`config.mk`:
```
export PLATFORM = sky130hd
export DESIGN_NAME = channel_framer_flat
export DESIGN_NICKNAME = d
export VERILOG_FILES = /design/src/rtl/channel_framer_if.sv /design/src/rtl/channel_framer.sv /design/src/flat_wrapper.sv
export SDC_FILE = /design/constraint.sdc
export NUM_CORES = 1
export LEC_CHECK = 0
export CAP_MARGIN = 20
export CORE_ASPECT_RATIO = 1.25
export CORE_MARGIN = 2
export CORE_UTILIZATION = 45
export DETAILED_ROUTE_END_ITERATION = 8
export SLEW_MARGIN = 25
export SYNTH_ARGS = -nofsm -noshare
export SYNTH_HDL_FRONTEND = slang
export SYNTH_SLANG_ARGS = --single-unit
```
`constraint.sdc`:
```
create_clock -name clk -period 11.35 [get_ports clk]
set_clock_uncertainty 0.05 [all_clocks]
set_input_delay 3.405 -clock clk [delete_from_list [all_inputs] [get_ports clk]]
set_output_delay 3.405 -clock clk [all_outputs]
set_load 0.05 [all_outputs]
```
`src/rtl/channel_framer_if.sv`:
```
// Sample-stream bundle for channel_framer: sparse desired-channel input side,
// dense framed output side and the sticky error flag.
interface channel_framer_if #(
    parameter int unsigned WDTH  = 32,
    parameter int unsigned MWDTH = 1
);
    logic [WDTH-1:0]  in_data;
    logic             in_nd;
    logic [MWDTH-1:0] in_m;
    logic             in_first;
    logic [WDTH-1:0]  out_data;
    logic             out_nd;
    logic [MWDTH-1:0] out_m;
    logic             out_first;
    logic             error;

    modport master (
        output in_data, in_nd, in_m, in_first,
        input  out_data, out_nd, out_m, out_first, error
    );

    modport slave (
        input  in_data, in_nd, in_m, in_first,
        output out_data, out_nd, out_m, out_first, error
    );
endinterface

```
`src/rtl/channel_framer.sv`:
```
// Packs a sparse desired-channel stream into dense N-channel frames via ping-pong buffers.
// Optional define CHANNEL_FRAMER_RESYNC_EN: misaligned input restarts framing instead of only flagging.
module channel_framer #(
    parameter int unsigned N       = 8,
    parameter int unsigned LOGN    = 3,
    parameter int unsigned WDTH    = 32,
    parameter int unsigned MWDTH   = 1,
    parameter logic [N-1:0] DESIRED = {N{1'b1}}
) (
    input  logic            clk,
    input  logic            rst,
    channel_framer_if.slave fr
);
    localparam logic [0:0] WR_HUNT = 1'b0;
    localparam logic [0:0] WR_FILL = 1'b1;
    localparam logic [0:0] RD_IDLE = 1'b0;
    localparam logic [0:0] RD_EMIT = 1'b1;

    function automatic logic [LOGN-1:0] lowest_des();
        logic [LOGN-1:0] r;
        r = '0;
        for (int i = N - 1; i >= 0; i--) if (DESIRED[i]) r = LOGN'(i);
        return r;
    endfunction

    function automatic logic [LOGN-1:0] highest_des();
        logic [LOGN-1:0] r;
        r = '0;
        for (int i = 0; i < N; i++) if (DESIRED[i]) r = LOGN'(i);
        return r;
    endfunction

    // Lowest desired channel strictly above c.
    function automatic logic [LOGN-1:0] next_des(input logic [LOGN-1:0] c);
        logic [LOGN-1:0] r;
        r = c;
        for (int i = N - 1; i >= 0; i--)
            if (DESIRED[i] && (i > int'(c))) r = LOGN'(i);
        return r;
    endfunction

    localparam logic [LOGN-1:0] LO = lowest_des();
    localparam logic [LOGN-1:0] HI = highest_des();

    logic [WDTH-1:0]  mem_d [2][N];
    logic [MWDTH-1:0] mem_m [2][N];

    logic [0:0]       wr_state_q, wr_state_d, rd_state_q, rd_state_d;
    logic             wsel_q, wsel_d, rsel_q, rsel_d;
    logic [LOGN-1:0]  wch_q, wch_d, rch_q, rch_d;
    logic [1:0]       full_q, full_d;
    logic             err_q, err_d;
    logic [WDTH-1:0]  out_data_q, out_data_d;
    logic [MWDTH-1:0] out_m_q, out_m_d;
    logic             out_nd_q, out_nd_d, out_first_q, out_first_d;

    logic             wr_en, rel_c, blocked, at_lo, rd_go;
    logic [LOGN-1:0]  wr_ch, rd_ch;

    // Next-state logic for both the write framer and the read emitter.
    always_comb begin
        wr_state_d  = wr_state_q;
        rd_state_d  = rd_state_q;
        wsel_d      = wsel_q;
        rsel_d      = rsel_q;
        wch_d       = wch_q;
        rch_d       = rch_q;
        full_d      = full_q;
        err_d       = err_q;
        out_data_d  = '0;
        out_m_d     = '0;
        out_nd_d    = 1'b0;
        out_first_d = 1'b0;
        wr_en       = 1'b0;
        wr_ch       = wch_q;
        rel_c       = 1'b0;
        blocked     = 1'b0;
        at_lo       = (wch_q == LO);
        rd_ch       = (rd_state_q == RD_EMIT) ? rch_q : '0;
        rd_go       = (rd_state_q == RD_EMIT) || full_q[rsel_q];

        // Idle reader starts on the same edge a buffer becomes visible as full.
        if (rd_go) begin
            out_nd_d    = 1'b1;
            out_first_d = (rd_ch == '0);
            out_data_d  = DESIRED[rd_ch] ? mem_d[rsel_q][rd_ch] : '0;
            out_m_d     = DESIRED[rd_ch] ? mem_m[rsel_q][rd_ch] : '0;
            if (rd_ch == LOGN'(N - 1)) begin
                rel_c          = 1'b1;
                full_d[rsel_q] = 1'b0;
                rsel_d         = ~rsel_q;
                rch_d          = '0;
                rd_state_d     = full_q[~rsel_q] ? RD_EMIT : RD_IDLE;
            end else begin
                rch_d      = rd_ch + LOGN'(1);
                rd_state_d = RD_EMIT;
            end
        end

        // A buffer released on this edge may be refilled on the same edge.
        if (fr.in_nd) begin
            blocked = full_q[wsel_q] && !(rel_c && (rsel_q == wsel_q));
            if (wr_state_q == WR_HUNT) begin
                if (fr.in_first) begin
                    if (blocked) err_d = 1'b1;
                    else begin
                        wr_en = 1'b1;
                        wr_ch = LO;
                    end
                end
            end else if (blocked) begin
                err_d = 1'b1;
            end else begin
                wr_en = 1'b1;
                if (fr.in_first && !at_lo) begin
                    err_d = 1'b1;
`ifdef CHANNEL_FRAMER_RESYNC_EN
                    wr_ch = LO;
`endif
                end else if (!fr.in_first && at_lo) begin
                    err_d = 1'b1;
`ifdef CHANNEL_FRAMER_RESYNC_EN
                    wr_en      = 1'b0;
                    wr_state_d = WR_HUNT;
                    wch_d      = LO;
`endif
                end
            end
            if (wr_en) begin
                wr_state_d = WR_FILL;
                if (wr_ch == HI) begin
                    full_d[wsel_q] = 1'b1;
                    wsel_d         = ~wsel_q;
                    wch_d          = LO;
                end else begin
                    wch_d = next_des(wr_ch);
                end
            end
        end
    end

    always_ff @(posedge clk or posedge rst) begin
        if (rst) begin
            wr_state_q  <= WR_HUNT;
            rd_state_q  <= RD_IDLE;
            wsel_q      <= 1'b0;
            rsel_q      <= 1'b0;
            wch_q       <= LO;
            rch_q       <= '0;
            full_q      <= '0;
            err_q       <= 1'b0;
            out_data_q  <= '0;
            out_m_q     <= '0;
            out_nd_q    <= 1'b0;
            out_first_q <= 1'b0;
        end else begin
            wr_state_q  <= wr_state_d;
            rd_state_q  <= rd_state_d;
            wsel_q      <= wsel_d;
            rsel_q      <= rsel_d;
            wch_q       <= wch_d;
            rch_q       <= rch_d;
            full_q      <= full_d;
            err_q       <= err_d;
            out_data_q  <= out_data_d;
            out_m_q     <= out_m_d;
            out_nd_q    <= out_nd_d;
            out_first_q <= out_first_d;
        end
    end

    // Sample storage; undesired entries are masked on read, so no reset needed.
    always_ff @(posedge clk) begin
        if (wr_en) begin
            mem_d[wsel_q][wr_ch] <= fr.in_data;
            mem_m[wsel_q][wr_ch] <= fr.in_m;
        end
    end

    assign fr.out_data  = out_data_q;
    assign fr.out_m     = out_m_q;
    assign fr.out_nd    = out_nd_q;
    assign fr.out_first = out_first_q;
    assign fr.error     = err_q;
endmodule

```
`src/flat_wrapper.sv`:
```
// flat-port wrapper written by rule: the top's interface ports become plain ports
module channel_framer_flat 
#(
    parameter int unsigned N       = 8,
    parameter int unsigned LOGN    = 3,
    parameter int unsigned WDTH    = 32,
    parameter int unsigned MWDTH   = 1,
    parameter logic [N-1:0] DESIRED = {N{1'b1}}
)
  (clk, rst, fr_in_data, fr_in_nd, fr_in_m, fr_in_first, fr_out_data, fr_out_nd, fr_out_m, fr_out_first, fr_error);
  channel_framer_if #(.WDTH(WDTH), .MWDTH(MWDTH)) fr_i ();
  input  logic clk;
  input  logic rst;
  input wire logic [$bits(fr_i.in_data)-1:0] fr_in_data;
  input wire logic [$bits(fr_i.in_nd)-1:0] fr_in_nd;
  input wire logic [$bits(fr_i.in_m)-1:0] fr_in_m;
  input wire logic [$bits(fr_i.in_first)-1:0] fr_in_first;
  output wire logic [$bits(fr_i.out_data)-1:0] fr_out_data;
  output wire logic [$bits(fr_i.out_nd)-1:0] fr_out_nd;
  output wire logic [$bits(fr_i.out_m)-1:0] fr_out_m;
  output wire logic [$bits(fr_i.out_first)-1:0] fr_out_first;
  output wire logic [$bits(fr_i.error)-1:0] fr_error;
  assign fr_i.in_data = fr_in_data;
  assign fr_i.in_nd = fr_in_nd;
  assign fr_i.in_m = fr_in_m;
  assign fr_i.in_first = fr_in_first;
  assign fr_out_data = fr_i.out_data;
  assign fr_out_nd = fr_i.out_nd;
  assign fr_out_m = fr_i.out_m;
  assign fr_out_first = fr_i.out_first;
  assign fr_error = fr_i.error;
  channel_framer #(.N(N), .LOGN(LOGN), .WDTH(WDTH), .MWDTH(MWDTH), .DESIRED(DESIRED)) u_core (.clk(clk), .rst(rst), .fr(fr_i));
endmodule
```
==> report_table.html, run 1 <==
<table>
<tr><th>Metric</th><th>Value</th></tr>
<tr><th colspan="2">Setup path</th></tr>
<tr><td>Maximum single-stage delay on the critical path</td><td>0.66 ns</td></tr>
<tr><td>Total buffers and inverters traversed by the critical path</td><td>2</td></tr>
<tr><td>Critical-path cell with the highest stage delay</td><td>sky130_fd_sc_hd__nor2_4</td></tr>
<tr><td>Data required, critical path</td><td>11.54 ns</td></tr>
<tr><td>CP startpoint kind</td><td>input port</td></tr>
<tr><td>CP arrival</td><td>5.44 ns</td></tr>
<tr><td>Critical R2R Launch</td><td>u_core.rsel_q$_DFFE_PP0P_</td></tr>
<tr><td>Crit Path Max Fanout</td><td>18</td></tr>
<tr><td>CP Capture Type</td><td>flop</td></tr>
<tr><td>Setup Crit Path Kind</td><td>input port to flop</td></tr>
<tr><td>Startpoint of the worst setup timing path</td><td>fr_in_nd</td></tr>
<tr><td>Largest delay contributor family on the critical path</td><td>buffers and inverters</td></tr>
<tr><td>Critical path cell sequence</td><td>clkdlybuf4s50_1 -&gt; nand3_2 -&gt; nor2_4 -&gt; buf_4</td></tr>
<tr><th colspan="2">Layout</th></tr>
<tr><td>Layout Nets</td><td>1,286</td></tr>
<tr><td>Area growth from synthesis to layout</td><td>14.72%</td></tr>
<tr><td>Final Core Density</td><td>0.5223</td></tr>
<tr><td>Final non-filler cell area</td><td>0.02517 sq mm</td></tr>
<tr><td>Fraction of layout instances using a drive strength above 1</td><td>0.1046</td></tr>
<tr><td>Number of inserted diodes</td><td>0</td></tr>
<tr><th colspan="2">Floorplan</th></tr>
<tr><td>Initial core utilization</td><td>0.4553</td></tr>
<tr><td>Core region area</td><td>0.04820 sq mm</td></tr>
<tr><td>Die boundary height</td><td>250.9 um</td></tr>
<tr><td>Number of top-level pins</td><td>73</td></tr>
<tr><td>Area of the die</td><td>0.05055 sq mm</td></tr>
<tr><td>Die width</td><td>201.5 um</td></tr>
<tr><td>Site row count</td><td>90</td></tr>
<tr><th colspan="2">Clock tree</th></tr>
<tr><td>CTS Root Cell</td><td>sky130_fd_sc_hd__clkbuf_16</td></tr>
<tr><td>Number of buffers inserted by hold repair at cts</td><td>0</td></tr>
<tr><td>TritonCTS clock tree</td><td>built</td></tr>
<tr><td>Clk sink count</td><td>576</td></tr>
<tr><td>Clock transition at the register clock pins on the worst setup and hold paths after CTS</td><td>0.06 ns</td></tr>
<tr><td>Number of buffers created by CTS</td><td>54</td></tr>
<tr><td>Post-CTS setup-driven buffer insertion count</td><td>0</td></tr>
<tr><td>Clock buffer depth</td><td>3</td></tr>
<tr><td>Count of instances resized after the clock tree is built</td><td>0</td></tr>
<tr><td>Clock latency on the worst-skew pair</td><td>~0.58 ns</td></tr>
<tr><td>H-tree level count</td><td>2</td></tr>
<tr><th colspan="2">Logic synthesis</th></tr>
<tr><td>Synthesized area per cell</td><td>18.95 sq um</td></tr>
<tr><td>Synth Register Bits</td><td>576</td></tr>
<tr><td>Portion of netlist area occupied by mux cells</td><td>0.1219</td></tr>
<tr><td>Post-synthesis xor/xnor area fraction</td><td>0.0007983</td></tr>
<tr><td>Largest family of logic cells by synthesized area</td><td>multiplexers</td></tr>
<tr><td>Number of warnings reported in the yosys synthesis log</td><td>0</td></tr>
<tr><td>Share of the yosys chip area belonging to registers</td><td>0.7773</td></tr>
<tr><td>Number of unique standard cell types used by synthesis</td><td>45</td></tr>
<tr><td>Post-Synth Adder-Cell Area</td><td>0.001711</td></tr>
<tr><td>Synthesized-area fraction occupied by ao, oa, aoi and oai cells</td><td>0.06552</td></tr>
<tr><td>Netlist area before placement</td><td>0.02194 sq mm</td></tr>
<tr><td>Synthesized instance count</td><td>about 1.2k</td></tr>
<tr><td>Syn nets</td><td>~1.2k</td></tr>
<tr><td>Simple-Gate Fraction of Synth Area</td><td>0.01254</td></tr>
<tr><th colspan="2">Drt</th></tr>
<tr><td>Wirelength per Cell</td><td>22.34 um</td></tr>
<tr><td>DR vias</td><td>10.51k</td></tr>
<tr><td>Iteration-0 DRC Markers</td><td>roughly 650</td></tr>
<tr><td>Total Wirelength</td><td>43.23 mm</td></tr>
<tr><td>Post-route ant nets</td><td>0</td></tr>
<tr><td>DRC violation count after routing</td><td>0</td></tr>
<tr><td>Number of vias per cell</td><td>5.432</td></tr>
<tr><td>Detailed-routing iteration count for the pre-antenna-repair pass</td><td>5</td></tr>
<tr><th colspan="2">STA</th></tr>
<tr><td>Final count of negative-setup-slack endpoints</td><td>0</td></tr>
<tr><td>Post-layout worst setup margin</td><td>6.104 ns</td></tr>
<tr><td>Least-Margin Pin Slew</td><td>1.025 ns</td></tr>
<tr><td>Setup tns final</td><td>0 ns</td></tr>
<tr><td>Final critical-path share of the clock period</td><td>0.4622</td></tr>
<tr><td>Maximum clock rate</td><td>190.6 MHz</td></tr>
<tr><td>Relative slew slack</td><td>0.3158</td></tr>
<tr><td>Setup repair after global routing missed its margin</td><td>false</td></tr>
<tr><td>Final number of max-transition violations</td><td>0</td></tr>
<tr><td>Count of endpoints failing hold in the final timing report</td><td>0</td></tr>
<tr><td>Clock period minus final worst setup slack</td><td>approximately 5.2 ns</td></tr>
<tr><td>Worst hold slack across all endpoints</td><td>between 0.4 and 0.5 ns</td></tr>
<tr><th colspan="2">Pwr</th></tr>
<tr><td>Clock share of power</td><td>0.284</td></tr>
<tr><td>Static leakage</td><td>8.644 nW</td></tr>
<tr><td>PD cells</td><td>roughly 250 mW/mm^2</td></tr>
<tr><td>Share of total power consumed by net switching</td><td>0.3127</td></tr>
<tr><td>Sequential power share</td><td>0.421</td></tr>
<tr><td>Internal power</td><td>0.004311 W</td></tr>
<tr><td>Maximum vdd ir drop</td><td>0.1441 mV</td></tr>
<tr><td>Combinational power share</td><td>0.295</td></tr>
<tr><td>Psw</td><td>0.001961 W</td></tr>
<tr><th colspan="2">GRT</th></tr>
<tr><td>Maximum number of pins on one net before global-route repair</td><td>57</td></tr>
<tr><td>Total global-route track usage</td><td>0.1720</td></tr>
<tr><td>Number of antenna violations at the first check in global routing</td><td>0</td></tr>
<tr><td>Final global-route overflow total</td><td>0</td></tr>
<tr><td>Wire length of the first global-routing pass</td><td>65.67 mm</td></tr>
<tr><td>Via count of the first global-routing pass</td><td>10.75k</td></tr>
<tr><th colspan="2">Flow run</th></tr>
<tr><td>Max-cap violations</td><td>0</td></tr>
<tr><th colspan="2">Place</th></tr>
<tr><td>Cell area after placement</td><td>0.02340 sq mm</td></tr>
<tr><td># port buffers</td><td>72</td></tr>
<tr><td>Total half-perimeter wirelength after legalization and detailed placement</td><td>23.91 mm</td></tr>
<tr><td>Placement Setup Slack</td><td>5.443 ns</td></tr>
<tr><td>Routability congestion estimate from global placement</td><td>0.7572</td></tr>
<tr><th colspan="2">Worst hold path</th></tr>
<tr><td>Worst min path class</td><td>flop to flop</td></tr>
<tr><td>Hold path startpoint</td><td>u_core.fr.error$_DFFE_PP0P_</td></tr>
<tr><th colspan="2">Status</th></tr>
<tr><td>Status</td><td>finished clean</td></tr>
</table>
[final timing paths]
path                                                    endpoint  slack (ns)  depth (start not counted)
worst max register to register  u_core.fr.out_data[31]$_DFF_PP0_        7.30                          6
min in group asynchronous        u_core.fr.out_data[2]$_DFF_PP0_        3.32                          3
worst max-delay path               u_core.mem_d[0][13]$_DFFE_PP_        6.10                          4
max in group asynchronous              u_core.rsel_q$_DFFE_PP0P_        7.38                          3
worst min-delay path                 u_core.fr.error$_DFFE_PP0P_        0.41                          1
worst min register to register       u_core.fr.error$_DFFE_PP0P_        0.41                          1
[cells by family (layout without fill, tap and decap cells)]
logic type | count (synthesis) | count (layout)
AO/OA/AOI/OAI | 186 | 186
XOR/XNOR | 2 | 2
adder cells (fa/ha/maj) | 3 | 3
buffers and inverters | 74 | 207
flip-flops | 576 | 576
multiplexers | 267 | 267
AND/OR/NAND/NOR | 50 | 50
[power by group through the flow]
| stage | clock network, W | registers [W] | logic (W) |
|---|---|---|---|
| 2_1_floorplan | 0 | 0.00285 | 0.00119 |
| 3_3_place_gp | 0 | 0.00268 | 0.00185 |
| 3_5_place_dp | 0 | 0.00269 | 0.00188 |
| 4_1_cts | 0.00182 | 0.00264 | 0.00189 |
| 5_1_grt | 0.00191 | 0.00266 | 0.00199 |
| 6_report | 0.00178 | 0.00264 | 0.00185 |
[synthesized netlist by cell type, drive strengths merged]
master,instances,share of area
o211ai,1,0.00034
nor3,5,0.0011
nor2,14,0.0027
a211o,34,0.014
nor2b,2,0.00057
and3,2,0.00057
nand2b,2,0.00057
or3,1,0.00029
nand4,1,0.00029
buf,53,0.017
nand4b,1,0.00040
and2,3,0.00086
nor4b,2,0.00080
mux2,2,0.0010
inv,8,0.0014
nand3,4,0.0011
dfrtp,48,0.055
o221ai,2,0.0011
a21o,1,0.00034
o21bai,1,0.00034
nand3b,3,0.0010
a21bo,1,0.00046
edfxtp,528,0.72
nor4,2,0.00057
xnor2,2,0.00080
and3b,1,0.00040
a221oi,33,0.013
o21ai,9,0.0021
nand2,7,0.0012
clkbuf,13,0.0023
mux2i,265,0.12
o22a,2,0.00080
a22o,34,0.014
ha,3,0.0017
o22ai,68,0.019
[per-layer routing]
metal  global-route usage  vias up  share of wire
li1                     -     4886              -
met1               0.2132     5381           0.41
met2               0.3166      178           0.53
met3              0.02256       65          0.033
met4              0.04601        0          0.021
met5                    0        -              0
[placed cells by master (no fill, tap or decap), drive strengths merged, types with 3 or more instances in the layout]
cell | netlist | routed
a211o | 34 | 34
a221oi | 33 | 33
a22o | 34 | 34
and2 | 3 | 3
buf | 53 | 26
bufinv | 0 | 4
clkbuf | 13 | 86
clkdlybuf4s50 | 0 | 72
clkinv | 0 | 8
dfrtp | 48 | 48
edfxtp | 528 | 528
ha | 3 | 3
inv | 8 | 10
mux2i | 265 | 265
nand2 | 7 | 7
nand3 | 4 | 4
nand3b | 3 | 3
nor2 | 14 | 14
nor3 | 5 | 5
o21ai | 9 | 9
o22ai | 68 | 68
[final cells by class]
| cell class | instances | area [sq um] |
|---|---|---|
| clock inverters | 15 | 185.2 |
| multi-input cells | 508 | 4572 |
| inverters | 8 | 30.03 |
| clock buffers | 86 | 1583 |
| repair buffers | 98 | 935.9 |
| fillers | 3936 | 23020 |
| flip-flops and latches | 576 | 17060 |
| well taps | 644 | 805.8 |
[state kept, by name, indices dropped and copies added (netlist names), 2 cells and up]
register	flops
u_core.fr.out_data	32
u_core.wch_q	3
u_core.mem_d	512
u_core.full_q	2
u_core.mem_m	16
u_core.rch_q	3
[stage by stage]
stage | instances | total power (W)
6_report | 1935 | 0.006272
5_1_grt | 1935 | 0.006557
3_5_place_dp | 1834 | 0.004568
2_1_floorplan | 1158 | 0.004037
4_1_cts | 1935 | 0.006354
3_3_place_gp | 1833 | 0.004534
[worst reg2reg max path: stages, from the launching register on]
cell and delay, ns:
sky130_fd_sc_hd__dfrtp_4 0.98, sky130_fd_sc_hd__buf_4 0.68, sky130_fd_sc_hd__buf_4 0.88, sky130_fd_sc_hd__mux2i_1 0.23
sky130_fd_sc_hd__a22o_1 0.27, sky130_fd_sc_hd__a221oi_1 0.65, sky130_fd_sc_hd__a211o_1 0.24
(Power assumes the default switching activity.)
==> inputs of run 2 (changes only) <==
clock period = 4.45 ns   (was 11.35 ns; I/O delays follow)
==> report_table.html, run 2 (synthesis gave the netlist of run 1 again) <==
<table>
<tr><th>Metric</th><th>Value</th></tr>
<tr><th colspan="2">GRT</th></tr>
<tr><td>Via count of the first global-routing pass</td><td>11.08k</td></tr>
<tr><td>Maximum number of pins on one net before global-route repair</td><td>about 140</td></tr>
<tr><td>Wire length of the first global-routing pass</td><td>roughly 69 mm</td></tr>
<tr><td>Number of antenna violations at the first check in global routing</td><td>0</td></tr>
<tr><td>Total global-route track usage</td><td>0.1811</td></tr>
<tr><td>Final global-route overflow total</td><td>0</td></tr>
<tr><th colspan="2">STA</th></tr>
<tr><td>Final count of negative-setup-slack endpoints</td><td>0</td></tr>
<tr><td>Count of endpoints failing hold in the final timing report</td><td>0</td></tr>
<tr><td>Relative slew slack</td><td>0.2851</td></tr>
<tr><td>Setup repair after global routing missed its margin</td><td>false</td></tr>
<tr><td>Final number of max-transition violations</td><td>0</td></tr>
<tr><td>Maximum clock rate</td><td>311.5 MHz</td></tr>
<tr><td>Clock period minus final worst setup slack</td><td>3.211 ns</td></tr>
<tr><td>Final critical-path share of the clock period</td><td>0.7215</td></tr>
<tr><td>Setup tns final</td><td>0 ns</td></tr>
<tr><td>Post-layout worst setup margin</td><td>roughly 1.2 ns</td></tr>
<tr><td>Least-Margin Pin Slew</td><td>1.072 ns</td></tr>
<tr><th colspan="2">Pwr</th></tr>
<tr><td>Clock share of power</td><td>0.299</td></tr>
<tr><td>PD cells</td><td>between 600 and 700 mW/mm^2</td></tr>
<tr><td>Sequential power share</td><td>0.408</td></tr>
<tr><td>Static leakage</td><td>between 8 and 9 nW</td></tr>
<tr><td>Maximum vdd ir drop</td><td>0.5493 mV</td></tr>
<tr><td>Psw</td><td>between 0.005 and 0.006 W</td></tr>
<tr><td>Total power draw</td><td>0.01647 W</td></tr>
<tr><td>Combinational power share</td><td>0.293</td></tr>
<tr><td>Internal power</td><td>between 0.01 and 0.015 W</td></tr>
<tr><td>Share of total power consumed by net switching</td><td>0.3108</td></tr>
<tr><th colspan="2">Drt</th></tr>
<tr><td>DR vias</td><td>10.72k</td></tr>
<tr><td>Detailed-routing iteration count for the pre-antenna-repair pass</td><td>5</td></tr>
<tr><td>Number of vias per cell</td><td>5.512</td></tr>
<tr><td>Iteration-0 DRC Markers</td><td>791</td></tr>
<tr><td>Total Wirelength</td><td>45.55 mm</td></tr>
<tr><td>DRC violation count after routing</td><td>0</td></tr>
<tr><td>Post-route ant nets</td><td>0</td></tr>
<tr><td>Wirelength per Cell</td><td>23.43 um</td></tr>
<tr><th colspan="2">Worst hold path</th></tr>
<tr><td>Worst min path class</td><td>flop to flop</td></tr>
<tr><th colspan="2">Floorplan</th></tr>
<tr><td>Die width</td><td>201.5 um</td></tr>
<tr><td>Area of the die</td><td>0.05055 sq mm</td></tr>
<tr><td>Die boundary height</td><td>250.9 um</td></tr>
<tr><td>Site row count</td><td>90</td></tr>
<tr><td>Initial core utilization</td><td>0.4553</td></tr>
<tr><td>Number of top-level pins</td><td>73</td></tr>
<tr><td>Core region area</td><td>0.04820 sq mm</td></tr>
<tr><th colspan="2">Clock tree</th></tr>
<tr><td>Clock transition at the register clock pins on the worst setup and hold paths after CTS</td><td>0.06 ns</td></tr>
<tr><td>Clock buffer depth</td><td>3</td></tr>
<tr><td>Post-CTS setup-driven buffer insertion count</td><td>0</td></tr>
<tr><td>TritonCTS clock tree</td><td>built</td></tr>
<tr><td>Count of instances resized after the clock tree is built</td><td>0</td></tr>
<tr><td>H-tree level count</td><td>2</td></tr>
<tr><td>Clk sink count</td><td>around 580</td></tr>
<tr><td>Number of buffers inserted by hold repair at cts</td><td>0</td></tr>
<tr><td>Clock latency on the worst-skew pair</td><td>approximately 0.6 ns</td></tr>
<tr><td>Number of buffers created by CTS</td><td>56</td></tr>
<tr><td>CTS Root Cell</td><td>sky130_fd_sc_hd__clkbuf_16</td></tr>
<tr><th colspan="2">Layout</th></tr>
<tr><td>Flip-flop count of the largest register after layout</td><td>512</td></tr>
<tr><td>Most common library cell in the layout ignoring fill and taps</td><td>sky130_fd_sc_hd__edfxtp_1</td></tr>
<tr><td>Number of inserted diodes</td><td>0</td></tr>
<tr><td>Commonest non-fill, non-tap cells in the layout</td><td>sky130_fd_sc_hd__edfxtp_1, sky130_fd_sc_hd__mux2i_1, sky130_fd_sc_hd__clkdlybuf4s50_1, sky130_fd_sc_hd__o22ai_1, sky130_fd_sc_hd__clkbuf_16</td></tr>
<tr><td>Layout Nets</td><td>1,292</td></tr>
<tr><td>Filler-free cell count of the finished design</td><td>1,944</td></tr>
<tr><td>Area growth from synthesis to layout</td><td>16.15%</td></tr>
<tr><td>Fraction of layout instances using a drive strength above 1</td><td>0.1131</td></tr>
<tr><td>Largest register by flop count</td><td>u_core.mem_d</td></tr>
<tr><th colspan="2">Setup path</th></tr>
<tr><td>Setup Crit Path Kind</td><td>flop to primary output</td></tr>
<tr><td>Critical-path cell with the highest stage delay</td><td>sky130_fd_sc_hd__clkdlybuf4s50_1</td></tr>
<tr><td>CP startpoint kind</td><td>flop</td></tr>
<tr><td>CP Capture Type</td><td>primary output</td></tr>
<tr><td>Data required, critical path</td><td>3.06 ns</td></tr>
<tr><td>Crit Path Max Fanout</td><td>1</td></tr>
<tr><td>Largest delay contributor family on the critical path</td><td>buffers and inverters</td></tr>
<tr><td>Critical path cell sequence</td><td>clkdlybuf4s50_1</td></tr>
<tr><td>Maximum single-stage delay on the critical path</td><td>0.82 ns</td></tr>
<tr><td>Total buffers and inverters traversed by the critical path</td><td>1</td></tr>
<tr><td>CP arrival</td><td>1.83 ns</td></tr>
<tr><th colspan="2">Flow run</th></tr>
<tr><td>Max-cap violations</td><td>0</td></tr>
<tr><th colspan="2">Place</th></tr>
<tr><td>Placement Setup Slack</td><td>0.7995 ns</td></tr>
<tr><td>Cell Count Post-Placement</td><td>1,837</td></tr>
<tr><td>Routability congestion estimate from global placement</td><td>0.7471</td></tr>
<tr><td># port buffers</td><td>72</td></tr>
<tr><td>Total half-perimeter wirelength after legalization and detailed placement</td><td>about 25 mm</td></tr>
<tr><th colspan="2">Status</th></tr>
<tr><td>Status</td><td>finished clean</td></tr>
</table>
run 2: cell count changes in the layout (fill, tap and decap cells not counted), sizes merged:
cell and change:
buf +4, bufinv +5, clkbuf -12, clkinv +12
run 2: routing by layer:
metal | part of all wire | global-route usage | wire length (um) | vias to the layer above
li1 | - | - | - | 4894
met1 | 0.42 | 0.2285 | 19150 | 5555
met2 | 0.52 | 0.3218 | 23750 | 207
met3 | 0.037 | 0.02735 | 1670 | 60
met4 | 0.022 | 0.05777 | 980 | 0
met5 | 0 | 0 | 0 | -
run 2: path summary, 6_finish.rpt:
check                                                 startpoint                              end  slack (ns)  cells past startpoint
min in group asynchronous                                    rst  u_core.fr.out_data[0]$_DFF_PP0_        1.21                      2
worst min-delay path                 u_core.fr.error$_DFFE_PP0P_      u_core.fr.error$_DFFE_PP0P_        0.41                      1
worst max-delay path            u_core.fr.out_data[22]$_DFF_PP0_                  fr_out_data[22]        1.24                      1
max in group asynchronous                                    rst        u_core.rsel_q$_DFFE_PP0P_        2.40                      3
worst min register to register       u_core.fr.error$_DFFE_PP0P_      u_core.fr.error$_DFFE_PP0P_        0.41                      1
worst max register to register       u_core.rch_q[1]$_DFFE_PP0P_   u_core.mem_d[0][109]$_DFFE_PP_        1.26                      8
run 2: power groups by stage:
stage	clock network (W)	registers [W]	logic, W
after floorplan	0	0.00726	0.00305
after global placement	0	0.00683	0.00471
after detailed placement	0	0.00684	0.00484
after CTS	0.00501	0.00673	0.00485
after global routing	0.00524	0.00677	0.00514
final	0.00493	0.00672	0.00482
run 2: metrics by stage:
| stage | util | hold slack [ns] | area [sq um] |
|---|---|---|---|
| after floorplan | - | 0.4310 | 21980 |
| after global placement | 0.4871 | 0.3922 | 23480 |
| after detailed placement | 0.4879 | 0.3980 | 23520 |
| after CTS | 0.5281 | 0.4122 | 25450 |
| after global routing | 0.5288 | 0.4212 | 25490 |
| final | 0.5288 | 0.4074 | 25490 |
run 2: cell type report:
type                       instances  area, sq um
tap                              644        805.8
clock buffer                      74         1550
clock inverter                    32        385.4
timing repair buffer             102         1027
inverter                           8        30.03
sequential                       576        17060
multi-input combinational        508         4627
fill                            3855        22710
